### src/rtl/instr_encoder_pkg.sv
// rtl/instr_encoder_pkg.sv - shared types and constants for the RV32I/M instruction encoder
// Purpose: format codes, error codes, opcode constants, FSM state type and the
//          funct3 legality helper shared by the encoder files.
// Ports:   none (package).
package instr_encoder_pkg;

    localparam int ENC_MXLEN = 32;

    // Request format codes carried on req_fmt; 6 and 7 are invalid.
    typedef enum logic [2:0] {
        FMT_R      = 3'd0,
        FMT_LOAD   = 3'd1,
        FMT_OPIMM  = 3'd2,
        FMT_STORE  = 3'd3,
        FMT_BRANCH = 3'd4,
        FMT_SYS    = 3'd5
    } fmt_e;

    typedef enum logic [1:0] {
        ERR_FMT    = 2'd0,
        ERR_FUNCT3 = 2'd1,
        ERR_IMM    = 2'd2,
        ERR_FUNCT7 = 2'd3
    } err_e;

    typedef enum logic [1:0] {
        ST_IDLE = 2'd0,
        ST_ENC  = 2'd1,
        ST_HOLD = 2'd2,
        ST_ERR  = 2'd3
    } state_e;

    // Opcodes shared with the core's decoder.
    localparam logic [6:0] OPC_OP     = 7'h33;
    localparam logic [6:0] OPC_LOAD   = 7'h03;
    localparam logic [6:0] OPC_OPIMM  = 7'h13;
    localparam logic [6:0] OPC_STORE  = 7'h23;
    localparam logic [6:0] OPC_BRANCH = 7'h63;
    localparam logic [6:0] OPC_SYSTEM = 7'h73;

    localparam logic [6:0] F7_BASE = 7'h00;
    localparam logic [6:0] F7_ALT  = 7'h20;
    localparam logic [6:0] F7_MEXT = 7'h01;

    // SYS funct3 0 selectors (the imm field picks the privileged instruction).
    localparam logic [11:0] SYS_ECALL = 12'h000;
    localparam logic [11:0] SYS_MRET  = 12'h302;

    // Register-side fields of a captured request.
    typedef struct packed {
        logic [2:0] fmt;
        logic [2:0] funct3;
        logic [6:0] funct7;
        logic [4:0] rd;
        logic [4:0] rs1;
        logic [4:0] rs2;
    } req_fields_t;

    // funct3 legality by format. SYS funct3 0 additionally depends on the
    // selector value, which the caller checks separately.
    function automatic logic funct3_legal(input logic [2:0] fmt, input logic [2:0] f3);
        logic ok;
        ok = 1'b1;
        case (fmt)
            FMT_LOAD:   ok = (f3 != 3'd3) && (f3 != 3'd6) && (f3 != 3'd7);
            FMT_STORE:  ok = (f3 <= 3'd2);
            FMT_BRANCH: ok = (f3 != 3'd2) && (f3 != 3'd3);
            FMT_SYS:    ok = (f3 != 3'd4);
            default:    ok = 1'b1;
        endcase
        return ok;
    endfunction

endpackage

### src/rtl/instr_encoder_if.sv
// rtl/instr_encoder_if.sv - request/response bundle of the instruction encoder
// Purpose: groups the upstream request handshake, the downstream word stream
//          and the error pulse into one interface.
// Ports:   slave  - encoder side (consumes req_*, addr_clr, out_ready)
//          master - controller/ROM side (drives req_*, addr_clr, out_ready)
interface instr_encoder_if
    import instr_encoder_pkg::*;
#(
    parameter int MXLEN = ENC_MXLEN
) ();

    logic             req_valid;
    logic             req_ready;
    logic [2:0]       req_fmt;
    logic [2:0]       req_funct3;
    logic [6:0]       req_funct7;
    logic [4:0]       req_rd;
    logic [4:0]       req_rs1;
    logic [4:0]       req_rs2;
    logic [MXLEN-1:0] req_imm;
    logic             addr_clr;
    logic             out_valid;
    logic             out_ready;
    logic [MXLEN-1:0] out_instr;
    logic [MXLEN-1:0] out_addr;
    logic             err;
    logic [1:0]       err_code;

    modport slave (
        input  req_valid, req_fmt, req_funct3, req_funct7, req_rd, req_rs1,
               req_rs2, req_imm, addr_clr, out_ready,
        output req_ready, out_valid, out_instr, out_addr, err, err_code
    );

    modport master (
        output req_valid, req_fmt, req_funct3, req_funct7, req_rd, req_rs1,
               req_rs2, req_imm, addr_clr, out_ready,
        input  req_ready, out_valid, out_instr, out_addr, err, err_code
    );

endinterface

### src/rtl/instr_imm_chk.sv
// rtl/instr_imm_chk.sv - combinational immediate range check and bit slicing
// Purpose: decides whether the immediate fits the requested format and returns
//          the immediate bit slices placed by each instruction format.
// Ports:   i_fmt, i_funct3, i_imm   - captured request fields
//          o_in_range               - immediate legal for this fmt/funct3
//          o_i_imm                  - bits [31:20] for I-type, CSR and shifts
//          o_s_hi / o_s_lo          - S-type bits [31:25] / [11:7]
//          o_b_hi / o_b_lo          - B-type bits [31:25] / [11:7]
module instr_imm_chk
    import instr_encoder_pkg::*;
#(
    parameter int MXLEN = ENC_MXLEN
) (
    input  logic [2:0]       i_fmt,
    input  logic [2:0]       i_funct3,
    input  logic [MXLEN-1:0] i_imm,
    output logic             o_in_range,
    output logic [11:0]      o_i_imm,
    output logic [6:0]       o_s_hi,
    output logic [4:0]       o_s_lo,
    output logic [6:0]       o_b_hi,
    output logic [4:0]       o_b_lo
);

    localparam logic signed [MXLEN-1:0] I_MIN = -MXLEN'(2048);
    localparam logic signed [MXLEN-1:0] I_MAX = MXLEN'(2047);
    localparam logic signed [MXLEN-1:0] B_MIN = -MXLEN'(4096);
    localparam logic signed [MXLEN-1:0] B_MAX = MXLEN'(4094);

    logic signed [MXLEN-1:0] w_simm;
    logic                    w_fits_i;
    logic                    w_fits_b;
    logic                    w_fits_sh;
    logic                    w_fits_csr;
    logic                    w_is_shift;

    assign w_simm     = $signed(i_imm);
    assign w_fits_i   = (w_simm >= I_MIN) && (w_simm <= I_MAX);
    // Branch offsets are in halfwords, so bit 0 must be clear.
    assign w_fits_b   = (w_simm >= B_MIN) && (w_simm <= B_MAX) && !i_imm[0];
    // Shift amount and CSR address are unsigned: negative values fail here.
    assign w_fits_sh  = (i_imm < MXLEN'(32));
    assign w_fits_csr = (i_imm < MXLEN'(4096));
    assign w_is_shift = (i_funct3 == 3'd1) || (i_funct3 == 3'd5);

    always_comb begin
        o_in_range = 1'b1;
        case (i_fmt)
            FMT_LOAD,
            FMT_STORE:  o_in_range = w_fits_i;
            FMT_OPIMM:  o_in_range = w_is_shift ? w_fits_sh : w_fits_i;
            FMT_BRANCH: o_in_range = w_fits_b;
            // funct3 0 uses imm as an ECALL/MRET selector, validated elsewhere.
            FMT_SYS:    o_in_range = (i_funct3 == 3'd0) ? 1'b1 : w_fits_csr;
            default:    o_in_range = 1'b1;
        endcase
    end

    assign o_i_imm = ((i_fmt == FMT_OPIMM) && w_is_shift) ? {7'd0, i_imm[4:0]} : i_imm[11:0];
    assign o_s_hi  = i_imm[11:5];
    assign o_s_lo  = i_imm[4:0];
    assign o_b_hi  = {i_imm[12], i_imm[10:5]};
    assign o_b_lo  = {i_imm[4:1], i_imm[11]};

endmodule

### src/rtl/instr_encoder.sv
// rtl/instr_encoder.sv - RV32I/M instruction word encoder with address stream
// Purpose: captures a field-level request, checks legality, assembles the
//          instruction word and presents it with its write address; illegal
//          requests produce a one-cycle error pulse instead.
// Ports:   clk, rst_n        - clock, asynchronous active-low reset
//          bus (slave)       - req_* handshake, addr_clr, out_* stream, err/err_code
// Config:  INSTR_ENC_MEXT_EN - when defined, R-type funct7 0x01 (M extension) is legal
module instr_encoder
    import instr_encoder_pkg::*;
#(
    parameter int               MXLEN     = ENC_MXLEN,
    parameter logic [MXLEN-1:0] BASE_ADDR = '0
) (
    input  logic           clk,
    input  logic           rst_n,
    instr_encoder_if.slave bus
);

`ifdef INSTR_ENC_MEXT_EN
    localparam logic MEXT_EN = 1'b1;
`else
    localparam logic MEXT_EN = 1'b0;
`endif

    state_e           r_state;
    state_e           w_next_state;
    req_fields_t      r_req;
    logic [MXLEN-1:0] r_imm;
    logic [MXLEN-1:0] r_instr;
    logic [MXLEN-1:0] r_addr;
    err_e             r_err_code;

    logic             w_in_range;
    logic [11:0]      w_i_imm;
    logic [6:0]       w_s_hi;
    logic [4:0]       w_s_lo;
    logic [6:0]       w_b_hi;
    logic [4:0]       w_b_lo;

    logic             w_fmt_ok;
    logic             w_f3_ok;
    logic             w_f7_ok;
    logic             w_sys_sel_ok;
    logic             w_is_shift;
    logic [6:0]       w_sh_f7;
    logic             w_err;
    err_e             w_code;
    logic [31:0]      w_instr;

    instr_imm_chk #(
        .MXLEN      (MXLEN)
    ) u_imm_chk (
        .i_fmt      (r_req.fmt),
        .i_funct3   (r_req.funct3),
        .i_imm      (r_imm),
        .o_in_range (w_in_range),
        .o_i_imm    (w_i_imm),
        .o_s_hi     (w_s_hi),
        .o_s_lo     (w_s_lo),
        .o_b_hi     (w_b_hi),
        .o_b_lo     (w_b_lo)
    );

    // Legality terms, evaluated on the captured request during ENC.
    assign w_fmt_ok     = (r_req.fmt <= FMT_SYS);
    assign w_sys_sel_ok = (r_imm == MXLEN'(SYS_ECALL)) || (r_imm == MXLEN'(SYS_MRET));
    // An unknown SYS funct3 0 selector is reported as a funct3 error.
    assign w_f3_ok      = funct3_legal(r_req.fmt, r_req.funct3) &&
                          !((r_req.fmt == FMT_SYS) && (r_req.funct3 == 3'd0) && !w_sys_sel_ok);
    assign w_f7_ok      = (r_req.funct7 == F7_BASE) ||
                          ((r_req.funct7 == F7_ALT) && ((r_req.funct3 == 3'd0) || (r_req.funct3 == 3'd5))) ||
                          (MEXT_EN && (r_req.funct7 == F7_MEXT));
    assign w_is_shift   = (r_req.funct3 == 3'd1) || (r_req.funct3 == 3'd5);
    // Shift funct7 is not taken from the request: only SRAI gets 0x20.
    assign w_sh_f7      = ((r_req.funct3 == 3'd5) && r_req.funct7[5]) ? F7_ALT : F7_BASE;

    // Error detection in priority order fmt > funct3 > funct7 > immediate.
    always_comb begin
        w_err  = 1'b0;
        w_code = ERR_FMT;
        if (!w_fmt_ok) begin
            w_err  = 1'b1;
            w_code = ERR_FMT;
        end else if (!w_f3_ok) begin
            w_err  = 1'b1;
            w_code = ERR_FUNCT3;
        end else if ((r_req.fmt == FMT_R) && !w_f7_ok) begin
            w_err  = 1'b1;
            w_code = ERR_FUNCT7;
        end else if (!w_in_range) begin
            w_err  = 1'b1;
            w_code = ERR_IMM;
        end
    end

    // Word assembly; only used when no error is flagged.
    always_comb begin
        w_instr = '0;
        case (r_req.fmt)
            FMT_R:
                w_instr = {r_req.funct7, r_req.rs2, r_req.rs1, r_req.funct3, r_req.rd, OPC_OP};
            FMT_LOAD:
                w_instr = {w_i_imm, r_req.rs1, r_req.funct3, r_req.rd, OPC_LOAD};
            FMT_OPIMM:
                if (w_is_shift) begin
                    w_instr = {w_sh_f7, w_i_imm[4:0], r_req.rs1, r_req.funct3, r_req.rd, OPC_OPIMM};
                end else begin
                    w_instr = {w_i_imm, r_req.rs1, r_req.funct3, r_req.rd, OPC_OPIMM};
                end
            FMT_STORE:
                w_instr = {w_s_hi, r_req.rs2, r_req.rs1, r_req.funct3, w_s_lo, OPC_STORE};
            FMT_BRANCH:
                w_instr = {w_b_hi, r_req.rs2, r_req.rs1, r_req.funct3, w_b_lo, OPC_BRANCH};
            FMT_SYS:
                if (r_req.funct3 == 3'd0) begin
                    // ECALL/MRET carry no register fields.
                    w_instr = {w_i_imm, 5'd0, 3'd0, 5'd0, OPC_SYSTEM};
                end else begin
                    // CSR*I forms carry zimm in the rs1 slot, so the layout is shared.
                    w_instr = {w_i_imm, r_req.rs1, r_req.funct3, r_req.rd, OPC_SYSTEM};
                end
            default:
                w_instr = '0;
        endcase
    end

    always_ff @(posedge clk or negedge rst_n) begin
        if (!rst_n) begin
            r_state <= ST_IDLE;
        end else begin
            r_state <= w_next_state;
        end
    end

    always_comb begin
        w_next_state = r_state;
        case (r_state)
            ST_IDLE: if (bus.req_valid) w_next_state = ST_ENC;
            ST_ENC:  w_next_state = w_err ? ST_ERR : ST_HOLD;
            ST_HOLD: if (bus.out_ready) w_next_state = ST_IDLE;
            ST_ERR:  w_next_state = ST_IDLE;
            default: w_next_state = ST_IDLE;
        endcase
    end

    always_ff @(posedge clk or negedge rst_n) begin
        if (!rst_n) begin
            r_req      <= '0;
            r_imm      <= '0;
            r_instr    <= '0;
            r_addr     <= BASE_ADDR;
            r_err_code <= ERR_FMT;
        end else begin
            case (r_state)
                ST_IDLE: begin
                    if (bus.addr_clr) begin
                        r_addr <= BASE_ADDR;
                    end
                    if (bus.req_valid) begin
                        r_req.fmt    <= bus.req_fmt;
                        r_req.funct3 <= bus.req_funct3;
                        r_req.funct7 <= bus.req_funct7;
                        r_req.rd     <= bus.req_rd;
                        r_req.rs1    <= bus.req_rs1;
                        r_req.rs2    <= bus.req_rs2;
                        r_imm        <= bus.req_imm;
                    end
                end
                ST_ENC: begin
                    if (w_err) begin
                        r_err_code <= w_code;
                    end else begin
                        r_instr <= MXLEN'(w_instr);
                    end
                end
                ST_HOLD: begin
                    // Address advances only on a completed handshake; wraps naturally.
                    if (bus.out_ready) begin
                        r_addr <= r_addr + MXLEN'(4);
                    end
                end
                default: begin
                end
            endcase
        end
    end

    assign bus.req_ready = (r_state == ST_IDLE);
    assign bus.out_valid = (r_state == ST_HOLD);
    assign bus.err       = (r_state == ST_ERR);
    assign bus.err_code  = r_err_code;
    assign bus.out_instr = r_instr;
    assign bus.out_addr  = r_addr;

endmodule

### src/flat_wrapper.sv
// flat-port wrapper written by rule: the top's interface ports become plain ports
module instr_encoder_flat import instr_encoder_pkg::*;
#(
    parameter int               MXLEN     = ENC_MXLEN,
    parameter logic [MXLEN-1:0] BASE_ADDR = '0
)
  (clk, rst_n, bus_req_valid, bus_req_fmt, bus_req_funct3, bus_req_funct7, bus_req_rd, bus_req_rs1, bus_req_rs2, bus_req_imm, bus_addr_clr, bus_out_ready, bus_req_ready, bus_out_valid, bus_out_instr, bus_out_addr, bus_err, bus_err_code);
  instr_encoder_if #(.MXLEN(MXLEN)) bus_i ();
  input  logic clk;
  input  logic rst_n;
  input wire logic [$bits(bus_i.req_valid)-1:0] bus_req_valid;
  input wire logic [$bits(bus_i.req_fmt)-1:0] bus_req_fmt;
  input wire logic [$bits(bus_i.req_funct3)-1:0] bus_req_funct3;
  input wire logic [$bits(bus_i.req_funct7)-1:0] bus_req_funct7;
  input wire logic [$bits(bus_i.req_rd)-1:0] bus_req_rd;
  input wire logic [$bits(bus_i.req_rs1)-1:0] bus_req_rs1;
  input wire logic [$bits(bus_i.req_rs2)-1:0] bus_req_rs2;
  input wire logic [$bits(bus_i.req_imm)-1:0] bus_req_imm;
  input wire logic [$bits(bus_i.addr_clr)-1:0] bus_addr_clr;
  input wire logic [$bits(bus_i.out_ready)-1:0] bus_out_ready;
  output wire logic [$bits(bus_i.req_ready)-1:0] bus_req_ready;
  output wire logic [$bits(bus_i.out_valid)-1:0] bus_out_valid;
  output wire logic [$bits(bus_i.out_instr)-1:0] bus_out_instr;
  output wire logic [$bits(bus_i.out_addr)-1:0] bus_out_addr;
  output wire logic [$bits(bus_i.err)-1:0] bus_err;
  output wire logic [$bits(bus_i.err_code)-1:0] bus_err_code;
  assign bus_i.req_valid = bus_req_valid;
  assign bus_i.req_fmt = bus_req_fmt;
  assign bus_i.req_funct3 = bus_req_funct3;
  assign bus_i.req_funct7 = bus_req_funct7;
  assign bus_i.req_rd = bus_req_rd;
  assign bus_i.req_rs1 = bus_req_rs1;
  assign bus_i.req_rs2 = bus_req_rs2;
  assign bus_i.req_imm = bus_req_imm;
  assign bus_i.addr_clr = bus_addr_clr;
  assign bus_i.out_ready = bus_out_ready;
  assign bus_req_ready = bus_i.req_ready;
  assign bus_out_valid = bus_i.out_valid;
  assign bus_out_instr = bus_i.out_instr;
  assign bus_out_addr = bus_i.out_addr;
  assign bus_err = bus_i.err;
  assign bus_err_code = bus_i.err_code;
  instr_encoder #(.MXLEN(MXLEN), .BASE_ADDR(BASE_ADDR)) u_core (.clk(clk), .rst_n(rst_n), .bus(bus_i));
endmodule
### config.mk
export PLATFORM = sky130hd
export DESIGN_NAME = instr_encoder_flat
export DESIGN_NICKNAME = d
export VERILOG_FILES = /design/src/rtl/instr_encoder_pkg.sv /design/src/rtl/instr_encoder_if.sv /design/src/rtl/instr_imm_chk.sv /design/src/rtl/instr_encoder.sv /design/src/flat_wrapper.sv
export SDC_FILE = /design/constraint.sdc
export NUM_CORES = 1
export LEC_CHECK = 0
export CAP_MARGIN = 20
export CELL_PAD_IN_SITES_DETAIL_PLACEMENT = 2
export CELL_PAD_IN_SITES_GLOBAL_PLACEMENT = 2
export CORE_MARGIN = 2
export CORE_UTILIZATION = 32
export DETAILED_ROUTE_END_ITERATION = 12
export PLACE_DENSITY_LB_ADDON = 0.25
export SLEW_MARGIN = 20
export SYNTH_ARGS = -nofsm -noshare
export SYNTH_HDL_FRONTEND = slang
export SYNTH_SLANG_ARGS = --single-unit
### constraint.sdc
create_clock -name clk -period 3.3 [get_ports clk]
set_input_delay 0.99 -clock clk [delete_from_list [all_inputs] [get_ports clk]]
set_output_delay 0.99 -clock clk [all_outputs]
set_load 0.005 [all_outputs]
==> impl_results.html, run 1 <==
<table>
<tr><th>Metric</th><th>Value</th></tr>
<tr><th colspan="2">Pwr</th></tr>
<tr><td>Total chip power</td><td>a little over 7000 uW</td></tr>
<tr><td>Worst voltage drop across the vdd grid</td><td>about 420 uV</td></tr>
<tr><td>Static power due to leakage</td><td>around 0.0033 uW</td></tr>
<tr><td>Power per cell area</td><td>roughly 900 nW/um2</td></tr>
<tr><th colspan="2">Final layout</th></tr>
<tr><td>Share of post-route cells with drive strength above 1</td><td>0.208</td></tr>
<tr><td>Post-layout nets</td><td>about 690</td></tr>
<tr><td>Count of non-filler cells in the finished layout</td><td>about 860</td></tr>
<tr><td>Number of fill cells</td><td>around 1,700</td></tr>
<tr><td>Antenna Diode Count</td><td>0</td></tr>
<tr><td>Area growth from synthesis to final layout</td><td>37.6%</td></tr>
<tr><th colspan="2">Clock network</th></tr>
<tr><td>CTS tree</td><td>done</td></tr>
<tr><td>CTS clock-pin slew for the worst setup and hold paths</td><td>60 ps</td></tr>
<tr><td>TritonCTS sink count</td><td>~120</td></tr>
<tr><td>Count of cells resized by post-cts repair</td><td>0</td></tr>
<tr><td>Setup Buffers After CTS</td><td>0</td></tr>
<tr><td>Root Driver</td><td>sky130_fd_sc_hd__clkbuf_16</td></tr>
<tr><td>Deepest level of the CTS H-tree</td><td>4</td></tr>
<tr><td>Clock latency reported for the late side of the worst-skew pair</td><td>420 ps</td></tr>
<tr><td>Number of buffers added to fix hold violations after cts</td><td>0</td></tr>
<tr><td>Clock buffers created by TritonCTS</td><td>17</td></tr>
<tr><td>Largest buffer count on any clock path</td><td>2</td></tr>
<tr><th colspan="2">Status</th></tr>
<tr><td>Run status</td><td>complete, no violations</td></tr>
<tr><th colspan="2">Global route</th></tr>
<tr><td>Largest net degree at the start of global routing</td><td>63</td></tr>
<tr><td>All-Layer GR Usage</td><td>0.191</td></tr>
<tr><td>Number of antenna violations at the first check in global routing</td><td>0</td></tr>
<tr><td>Via count of the first global-routing pass</td><td>slightly below 5,000</td></tr>
<tr><td>First-pass GRT wire length</td><td>27,100 um</td></tr>
<tr><td>Aggregate global routing overflow</td><td>0</td></tr>
<tr><th colspan="2">Floorplanning</th></tr>
<tr><td>Number of cell rows</td><td>between 40 and 50</td></tr>
<tr><td>Horiz. Die Dim</td><td>138 um</td></tr>
<tr><td>Core region area</td><td>~17,000 um2</td></tr>
<tr><td>Initial Util</td><td>0.329</td></tr>
<tr><td>DIE AREA</td><td>19,000 um2</td></tr>
<tr><td>Vertical die dimension</td><td>roughly 140 um</td></tr>
<tr><td>Top-level port count</td><td>around 130</td></tr>
<tr><th colspan="2">Detailed routing</th></tr>
<tr><td>Antenna Nets Post-Route</td><td>0</td></tr>
<tr><td>DR vias/cell</td><td>about 5</td></tr>
<tr><td>Total vias in the final route</td><td>~4,300</td></tr>
<tr><td>Wire length after detailed routing</td><td>~17,000 um</td></tr>
<tr><td>Routed wirelength normalized by instance count</td><td>19.9 um</td></tr>
<tr><td>Remaining routing DRC violations</td><td>0</td></tr>
<tr><td>Iter 0 DRT Violations</td><td>between 150 and 200</td></tr>
<tr><td>Detailed-router iteration count before antenna repair</td><td>5</td></tr>
<tr><th colspan="2">Synth</th></tr>
<tr><td>Most common cell in the netlist</td><td>sky130_fd_sc_hd__dfrtp_1</td></tr>
<tr><td>Main area contributors after synthesis</td><td>sky130_fd_sc_hd__dfrtp_1, sky130_fd_sc_hd__mux2_2, sky130_fd_sc_hd__xor2_1</td></tr>
<tr><td>Synth Area per Inst</td><td>~12 um2</td></tr>
<tr><td>Warnings from Yosys</td><td>0</td></tr>
<tr><td>Top cells by count, synth</td><td>sky130_fd_sc_hd__dfrtp_1, sky130_fd_sc_hd__mux2_2, sky130_fd_sc_hd__nor2_1</td></tr>
<tr><td>Gate Count Post-Synth</td><td>~490</td></tr>
<tr><td>Count of different cell masters after synthesis</td><td>51</td></tr>
<tr><td>Async set-or-reset flop fraction in the synthesized netlist</td><td>1.00</td></tr>
<tr><td>Post-Synthesis Cell Area</td><td>approximately 5700 um2</td></tr>
<tr><td>Post-synth top area cell</td><td>sky130_fd_sc_hd__dfrtp_1</td></tr>
<tr><td>Number of synthesized register bits</td><td>about 120</td></tr>
<tr><td>Portion of the post-synthesis area used by sequential elements</td><td>0.537</td></tr>
<tr><td>Share of Yosys cell area claimed by the top area cell type</td><td>0.537</td></tr>
<tr><td>Number of enable-type register cells in the synthesized netlist</td><td>0</td></tr>
<tr><td>Most common flop cell mapped by yosys</td><td>sky130_fd_sc_hd__dfrtp_1</td></tr>
<tr><th colspan="2">Hold path</th></tr>
<tr><td>Hold Crit Start</td><td>u_core.bus.out_instr[31]</td></tr>
<tr><td>Hold Crit Class</td><td>flop to flop</td></tr>
<tr><td>Hold Path Sink</td><td>u_core.bus.out_instr[31]</td></tr>
<tr><td>Worst hold path stage count</td><td>1</td></tr>
<tr><th colspan="2">Worst setup path</th></tr>
<tr><td>Crit path launch type</td><td>flop</td></tr>
<tr><td>Endpoint of the worst-slack reg-to-reg timing path</td><td>u_core.bus.out_instr[24]</td></tr>
<tr><td>Maximum fanout count along the critical path</td><td>22</td></tr>
<tr><td>Category of the critical setup timing path</td><td>flop to flop</td></tr>
<tr><td>Launching point of the worst reg2reg path</td><td>u_core.r_req[25]</td></tr>
<tr><td>Kind of end point of the critical path</td><td>flop</td></tr>
<tr><td>Register-to-register path setup slack</td><td>approximately 500 ps</td></tr>
<tr><td>Cells on worst reg2reg path</td><td>7</td></tr>
<tr><td>Data arrival time at the worst-slack endpoint</td><td>about 3100 ps</td></tr>
<tr><td>Data required time of the worst path</td><td>3600 ps</td></tr>
<tr><th colspan="2">Placed design</th></tr>
<tr><td>Weighted congestion reported at the end of routability-driven placement</td><td>0.772</td></tr>
<tr><td>DP Cell Count</td><td>approximately 830</td></tr>
<tr><td>HPWL Detailed</td><td>around 12,000 um</td></tr>
<tr><td>Pre-CTS setup slack</td><td>between 200 and 300 ps</td></tr>
<tr><td>Port Buf Inserts</td><td>approximately 130</td></tr>
<tr><th colspan="2">STA</th></tr>
<tr><td>Final Hold Viols</td><td>0</td></tr>
<tr><td>Clock skew</td><td>between 6 and 7 ps</td></tr>
<tr><td>Maximum operating frequency</td><td>between 300 and 400 MHz</td></tr>
<tr><td>Worst slew margin relative to its limit</td><td>0.442</td></tr>
<tr><td>Crit share post-route</td><td>0.848</td></tr>
<tr><td>Setup total negative slack</td><td>0 ps</td></tr>
<tr><td>Final worst slack</td><td>roughly 500 ps</td></tr>
<tr><td>Time the worst path needs with I/O delays and setup</td><td>about 2800 ps</td></tr>
<tr><td>Unrepaired setup endpoints after global routing</td><td>false</td></tr>
<tr><td>Final setup violating endpoints</td><td>0</td></tr>
<tr><td>Pins over their slew limit</td><td>0</td></tr>
<tr><td>Transition time at the pin with the least slew margin</td><td>a little over 800 ps</td></tr>
<tr><th colspan="2">Flow run</th></tr>
<tr><td>Maximum capacitance violations</td><td>0</td></tr>
</table>
==> registers in the layout, indices dropped and copies added, names as in the netlist <==
| name | flops |
|---|---|
| u_core.r_req | 28 |
| u_core.r_imm | 32 |
| u_core.bus.out_instr | 29 |
| u_core.bus.out_addr | 30 |
| u_core.bus.err_code | 2 |
| u_core.r_state | 2 |
==> how the worst max path moves through the flow <==
stage | startpoint | endpoint | slack, ps | cells after the start
CTS | u_core.r_req[25] | u_core.bus.out_instr[24] | 480 | 6
finish | u_core.r_req[25] | u_core.bus.out_instr[24] | 500 | 7
global route | u_core.r_req[25] | u_core.bus.out_instr[24] | 360 | 7
detailed placement | bus_out_ready | u_core.bus.out_addr[28] | 270 | 7
global placement | bus_out_ready | u_core.bus.out_addr[28] | 450 | 7
floorplan | bus_out_ready | u_core.bus.out_addr[26] | 980 | 5
==> power breakdown <==
part | internal, uW | total (uW) | switching (uW)
sequential | 2080 | 2690 | 609
clock | 1330 | 2000 | 668
combinational | 1340 | 2360 | 1020
==> layout make-up <==
| type | count | area (um2) | area share |
|---|---|---|---|
| Sequential cell | 123 | 3080 | 0.390 |
| Multi-Input combinational cell | 327 | 2460 | 0.312 |
| Timing Repair Buffer | 141 | 1390 | 0.176 |
| Clock buffer | 23 | 488 | 0.0619 |
| Tap cell | 225 | 282 | 0.0357 |
| Clock inverter | 7 | 138 | 0.0174 |
| Inverter | 13 | 48.8 | 0.00619 |
==> layout by cell type (no fill, tap or decap), drive strengths merged, types with 9 or more instances in the layout <==
cell / instances
a21oi: 11
a22o: 14
and2: 10
buf: 13
clkbuf: 23
clkdlybuf4s50: 128
dfrtp: 123
inv: 13
mux2: 82
mux2i: 9
nand2: 27
nand3: 14
nand4: 14
nor2: 34
o21ai: 22
xor2: 15
==> kinds of logic (layout without fill, tap and decap cells) <==
| group | Yosys count | after routing | synth area share |
|---|---|---|---|
| multiplexers | 91 | 91 | 0.178 |
| XOR/XNOR | 23 | 23 | 0.0352 |
| buffers and inverters | 40 | 184 | 0.0354 |
| other | 1 | 4 | 0.000654 |
| adder cells (fa/ha/maj) | 1 | 1 | 0.00218 |
| flip-flops | 123 | 123 | 0.537 |
| AO/OA/AOI/OAI | 61 | 61 | 0.0716 |
| AND/OR/NAND/NOR | 147 | 147 | 0.140 |
==> through the flow <==
stage	hold slack, ps	cell area, um2	util
after global routing	518	7890	0.453
final	505	7890	0.453
after detailed placement	498	7260	0.417
after floorplan	481	5740	-
after CTS	511	7890	0.453
after global placement	476	7260	0.417
==> metal layers <==
metal | up-vias | routed length, um | part of all wire | GRT usage
met5 | - | 0 | 0 | 0
met4 | 0 | 193 | 0.011 | 0.0476
met3 | 16 | 627 | 0.037 | 0.0475
met2 | 91 | 9060 | 0.53 | 0.337
met1 | 2236 | 7180 | 0.42 | 0.234
li1 | 2003 | - | - | -
==> worst max-delay path: stages, from the launching register on <==
cell	delay, ps
sky130_fd_sc_hd__dfrtp_1	750
sky130_fd_sc_hd__nor4b_1	350
sky130_fd_sc_hd__o21ai_0	160
sky130_fd_sc_hd__buf_4	210
sky130_fd_sc_hd__and3_4	190
sky130_fd_sc_hd__a211oi_4	240
sky130_fd_sc_hd__buf_4	370
sky130_fd_sc_hd__mux2_2	390
Note: power is estimated with default switching activity, not from simulation.
==> inputs of run 2 (changes only) <==
CORE_UTILIZATION = 29   (was 32)
clock period = 2.3 ns   (was 3.3 ns; I/O delays follow)
==> impl_results.html, run 2 (synthesized netlist as in run 1, its figures left out) <==
<table>
<tr><th>Metric</th><th>Value</th></tr>
<tr><th colspan="2">STA</th></tr>
<tr><td>Setup total negative slack</td><td>-3580 ps (-3580 ps)</td></tr>
<tr><td>Final setup violating endpoints</td><td>28 (+28)</td></tr>
<tr><td>Crit share post-route</td><td>1.07 (+0.219)</td></tr>
<tr><td>Final worst slack</td><td>-154 ps (-656 ps)</td></tr>
<tr><td>Transition time at the pin with the least slew margin</td><td>840 ps (+11.3 ps)</td></tr>
<tr><td>Pins over their slew limit</td><td>0 (unchanged)</td></tr>
<tr><td>Final Hold Viols</td><td>0 (unchanged)</td></tr>
<tr><td>Clock skew</td><td>9.88 ps (+3.88 ps)</td></tr>
<tr><td>Worst slew margin relative to its limit</td><td>0.434 (-0.00759)</td></tr>
<tr><td>Unrepaired setup endpoints after global routing</td><td>true</td></tr>
<tr><td>Maximum operating frequency</td><td>407 MHz (+14%)</td></tr>
<tr><td>Time the worst path needs with I/O delays and setup</td><td>2450 ps (-344 ps)</td></tr>
<tr><th colspan="2">Status</th></tr>
<tr><td>Run status</td><td>complete, but fails checks</td></tr>
<tr><td>Violated checks</td><td>setup timing</td></tr>
<tr><th colspan="2">Placed design</th></tr>
<tr><td>Weighted congestion reported at the end of routability-driven placement</td><td>0.779 (+0.84%)</td></tr>
<tr><td>Port Buf Inserts</td><td>129 (unchanged)</td></tr>
<tr><td>Pre-CTS setup slack</td><td>-291 ps (-561 ps)</td></tr>
<tr><td>HPWL Detailed</td><td>13,100 um (+8.7%)</td></tr>
<tr><th colspan="2">Final layout</th></tr>
<tr><td>Biggest register</td><td>u_core.r_imm</td></tr>
<tr><td>Share of post-route cells with drive strength above 1</td><td>0.314 (+0.106)</td></tr>
<tr><td>Area growth from synthesis to final layout</td><td>51.9%</td></tr>
<tr><td>Antenna Diode Count</td><td>0 (unchanged)</td></tr>
<tr><td>Commonest non-fill, non-tap cell in the layout</td><td>sky130_fd_sc_hd__clkdlybuf4s50_1</td></tr>
<tr><td>Most frequent cells in the layout</td><td>sky130_fd_sc_hd__clkdlybuf4s50_1, sky130_fd_sc_hd__dfrtp_1, sky130_fd_sc_hd__buf_4, sky130_fd_sc_hd__mux2_2, sky130_fd_sc_hd__nor2_1</td></tr>
<tr><td>Number of flip-flops in the largest register</td><td>32 (unchanged)</td></tr>
<tr><td>Post-layout nets</td><td>762 (+11%)</td></tr>
<tr><th colspan="2">Floorplanning</th></tr>
<tr><td>Top-level port count</td><td>134 (unchanged)</td></tr>
<tr><td>Core region area</td><td>19,400 um2 (+11%)</td></tr>
<tr><td>Initial Util</td><td>0.295 (-0.0336)</td></tr>
<tr><td>Number of cell rows</td><td>51 (+6.3%)</td></tr>
<tr><td>DIE AREA</td><td>20,900 um2 (+10%)</td></tr>
<tr><td>Horiz. Die Dim</td><td>145 um (+4.9%)</td></tr>
<tr><td>Vertical die dimension</td><td>145 um (+4.9%)</td></tr>
<tr><th colspan="2">Detailed routing</th></tr>
<tr><td>Routed wirelength normalized by instance count</td><td>19.0 um (-4.5%)</td></tr>
<tr><td>Wire length after detailed routing</td><td>18,400 um (+8.0%)</td></tr>
<tr><td>Iter 0 DRT Violations</td><td>184 (-3.2%)</td></tr>
<tr><td>Remaining routing DRC violations</td><td>0 (unchanged)</td></tr>
<tr><td>DR vias/cell</td><td>4.78 (-5.5%)</td></tr>
<tr><td>Antenna Nets Post-Route</td><td>0 (unchanged)</td></tr>
<tr><td>Total vias in the final route</td><td>4,646 (+6.9%)</td></tr>
<tr><td>Detailed-router iteration count before antenna repair</td><td>4 (-1)</td></tr>
<tr><th colspan="2">Global route</th></tr>
<tr><td>Number of antenna violations at the first check in global routing</td><td>0 (unchanged)</td></tr>
<tr><td>Via count of the first global-routing pass</td><td>5,314 (+7.9%)</td></tr>
<tr><td>First-pass GRT wire length</td><td>28,700 um (+5.7%)</td></tr>
<tr><td>Aggregate global routing overflow</td><td>0 (unchanged)</td></tr>
<tr><td>Largest net degree at the start of global routing</td><td>42 (-33%)</td></tr>
<tr><td>All-Layer GR Usage</td><td>0.182 (-0.00936)</td></tr>
<tr><th colspan="2">Pwr</th></tr>
<tr><td>Fraction of power consumed by sequential logic</td><td>0.336 (-0.046)</td></tr>
<tr><td>Worst voltage drop across the vdd grid</td><td>628 uV (+48%)</td></tr>
<tr><td>Clock share of power</td><td>0.232 (-0.052)</td></tr>
<tr><td>Total chip power</td><td>11,100 uW (+57%)</td></tr>
<tr><td>Net Switching</td><td>3650 uW (+58%)</td></tr>
<tr><td>Static power due to leakage</td><td>0.00369 uW (+13%)</td></tr>
<tr><td>Switch share</td><td>0.328 (+0.00202)</td></tr>
<tr><td>Power per cell area</td><td>1280 nW/um2 (+43%)</td></tr>
<tr><td>Cell internal pwr</td><td>7460 uW (+57%)</td></tr>
<tr><td>Logic gate share of total power</td><td>0.431 (+0.096)</td></tr>
<tr><th colspan="2">Worst setup path</th></tr>
<tr><td>Crit path launch type</td><td>flop</td></tr>
<tr><td>Data required time of the worst path</td><td>2590 ps (-1010 ps)</td></tr>
<tr><td>Data arrival time at the worst-slack endpoint</td><td>2750 ps (-350 ps)</td></tr>
<tr><td>Maximum fanout count along the critical path</td><td>11 (-50%)</td></tr>
<tr><td>Kind of end point of the critical path</td><td>flop</td></tr>
<tr><td>Category of the critical setup timing path</td><td>flop to flop</td></tr>
<tr><th colspan="2">Clock network</th></tr>
<tr><td>Number of buffers added to fix hold violations after cts</td><td>0 (unchanged)</td></tr>
<tr><td>CTS clock-pin slew for the worst setup and hold paths</td><td>60 ps (about the same)</td></tr>
<tr><td>Clock buffers created by TritonCTS</td><td>17 (unchanged)</td></tr>
<tr><td>Root Driver</td><td>sky130_fd_sc_hd__clkbuf_16</td></tr>
<tr><td>CTS tree</td><td>done</td></tr>
<tr><td>Largest buffer count on any clock path</td><td>2 (unchanged)</td></tr>
<tr><td>Deepest level of the CTS H-tree</td><td>4 (unchanged)</td></tr>
<tr><td>TritonCTS sink count</td><td>123 (unchanged)</td></tr>
<tr><td>Clock latency reported for the late side of the worst-skew pair</td><td>410 ps (about the same)</td></tr>
<tr><th colspan="2">Flow run</th></tr>
<tr><td>Maximum capacitance violations</td><td>0 (unchanged)</td></tr>
<tr><th colspan="2">Hold path</th></tr>
<tr><td>Hold Crit Class</td><td>input pin to async pin</td></tr>
</table>
==> run 2: worst max-delay path, stage by stage, from the launching register on <==
cell	delay (ps)
sky130_fd_sc_hd__dfrtp_1	470
sky130_fd_sc_hd__nor2b_4	240
sky130_fd_sc_hd__nand4_1	140
sky130_fd_sc_hd__or3_1	410
sky130_fd_sc_hd__and3_4	170
sky130_fd_sc_hd__a211oi_4	270
sky130_fd_sc_hd__buf_12	170
sky130_fd_sc_hd__buf_16	160
sky130_fd_sc_hd__mux2_4	310
==> run 2: cell type report <==
cell class / instances / area, um2
fill: 2008 / 10700
sequential: 123 / 3080
multi-input combinational: 327 / 2630
timing repair buffer: 214 / 2050
clock buffer: 22 / 464
tap: 265 / 332
clock inverter: 8 / 95.1
inverter: 13 / 48.8
==> run 2: repair_timing <==
| action | 4_1_cts | 5_1_grt |
|---|---|---|
| pin swaps | 9 | 8 |
| cloned | 1 | 1 |
| setup buffers | 9 | 4 |
| resized for setup | 30 | 22 |
| hold endpoints to repair | 0 | 0 |
| setup endpoints to repair | 32 | 35 |
==> run 2: final timing paths <==
check	endpoint	startpoint	slack, ps	cells after the start
max in group asynchronous	u_core.r_imm[30]	rst_n	1450	2
worst min register to register	u_core.bus.out_instr[1]	u_core.bus.out_instr[1]	500	1
worst min-delay path	u_core.bus.out_addr[15]	rst_n	210	1
min in group clk	u_core.bus.out_instr[1]	u_core.bus.out_instr[1]	500	1
worst max register to register	u_core.bus.out_instr[29]	u_core.r_req[22]	-150	8
worst max-delay path	u_core.bus.out_instr[29]	u_core.r_req[22]	-150	8
==> run 2: routing by layer <==
| layer | global-route usage | vias to the layer above | wire length, um |
|---|---|---|---|
| met5 | 0 | - | 0 |
| met4 | 0.0434 | 0 | 205 |
| met3 | 0.0434 | 17 | 677 |
| met2 | 0.324 | 110 | 9690 |
| met1 | 0.222 | 2373 | 7860 |
| li1 | - | 2146 | - |
==> run 2: power groups by stage <==
stage | Sequential [uW] | Clock (uW) | Combinational, uW
floorplan | 3480 | 0 | 2240
global placement | 3640 | 0 | 4110
detailed placement | 3720 | 0 | 4290
CTS | 3730 | 2650 | 4650
global route | 3860 | 2760 | 5180
finish | 3730 | 2580 | 4790
==> run 2: through the flow <==
stage	area, um2	cells	hold slack, ps	utilization
after floorplan	5740	490	394	-
after global placement	7800	929	478	0.402
after global routing	8710	972	218	0.449
after detailed placement	7800	929	482	0.402
after CTS	8590	968	207	0.443
final	8710	972	206	0.449
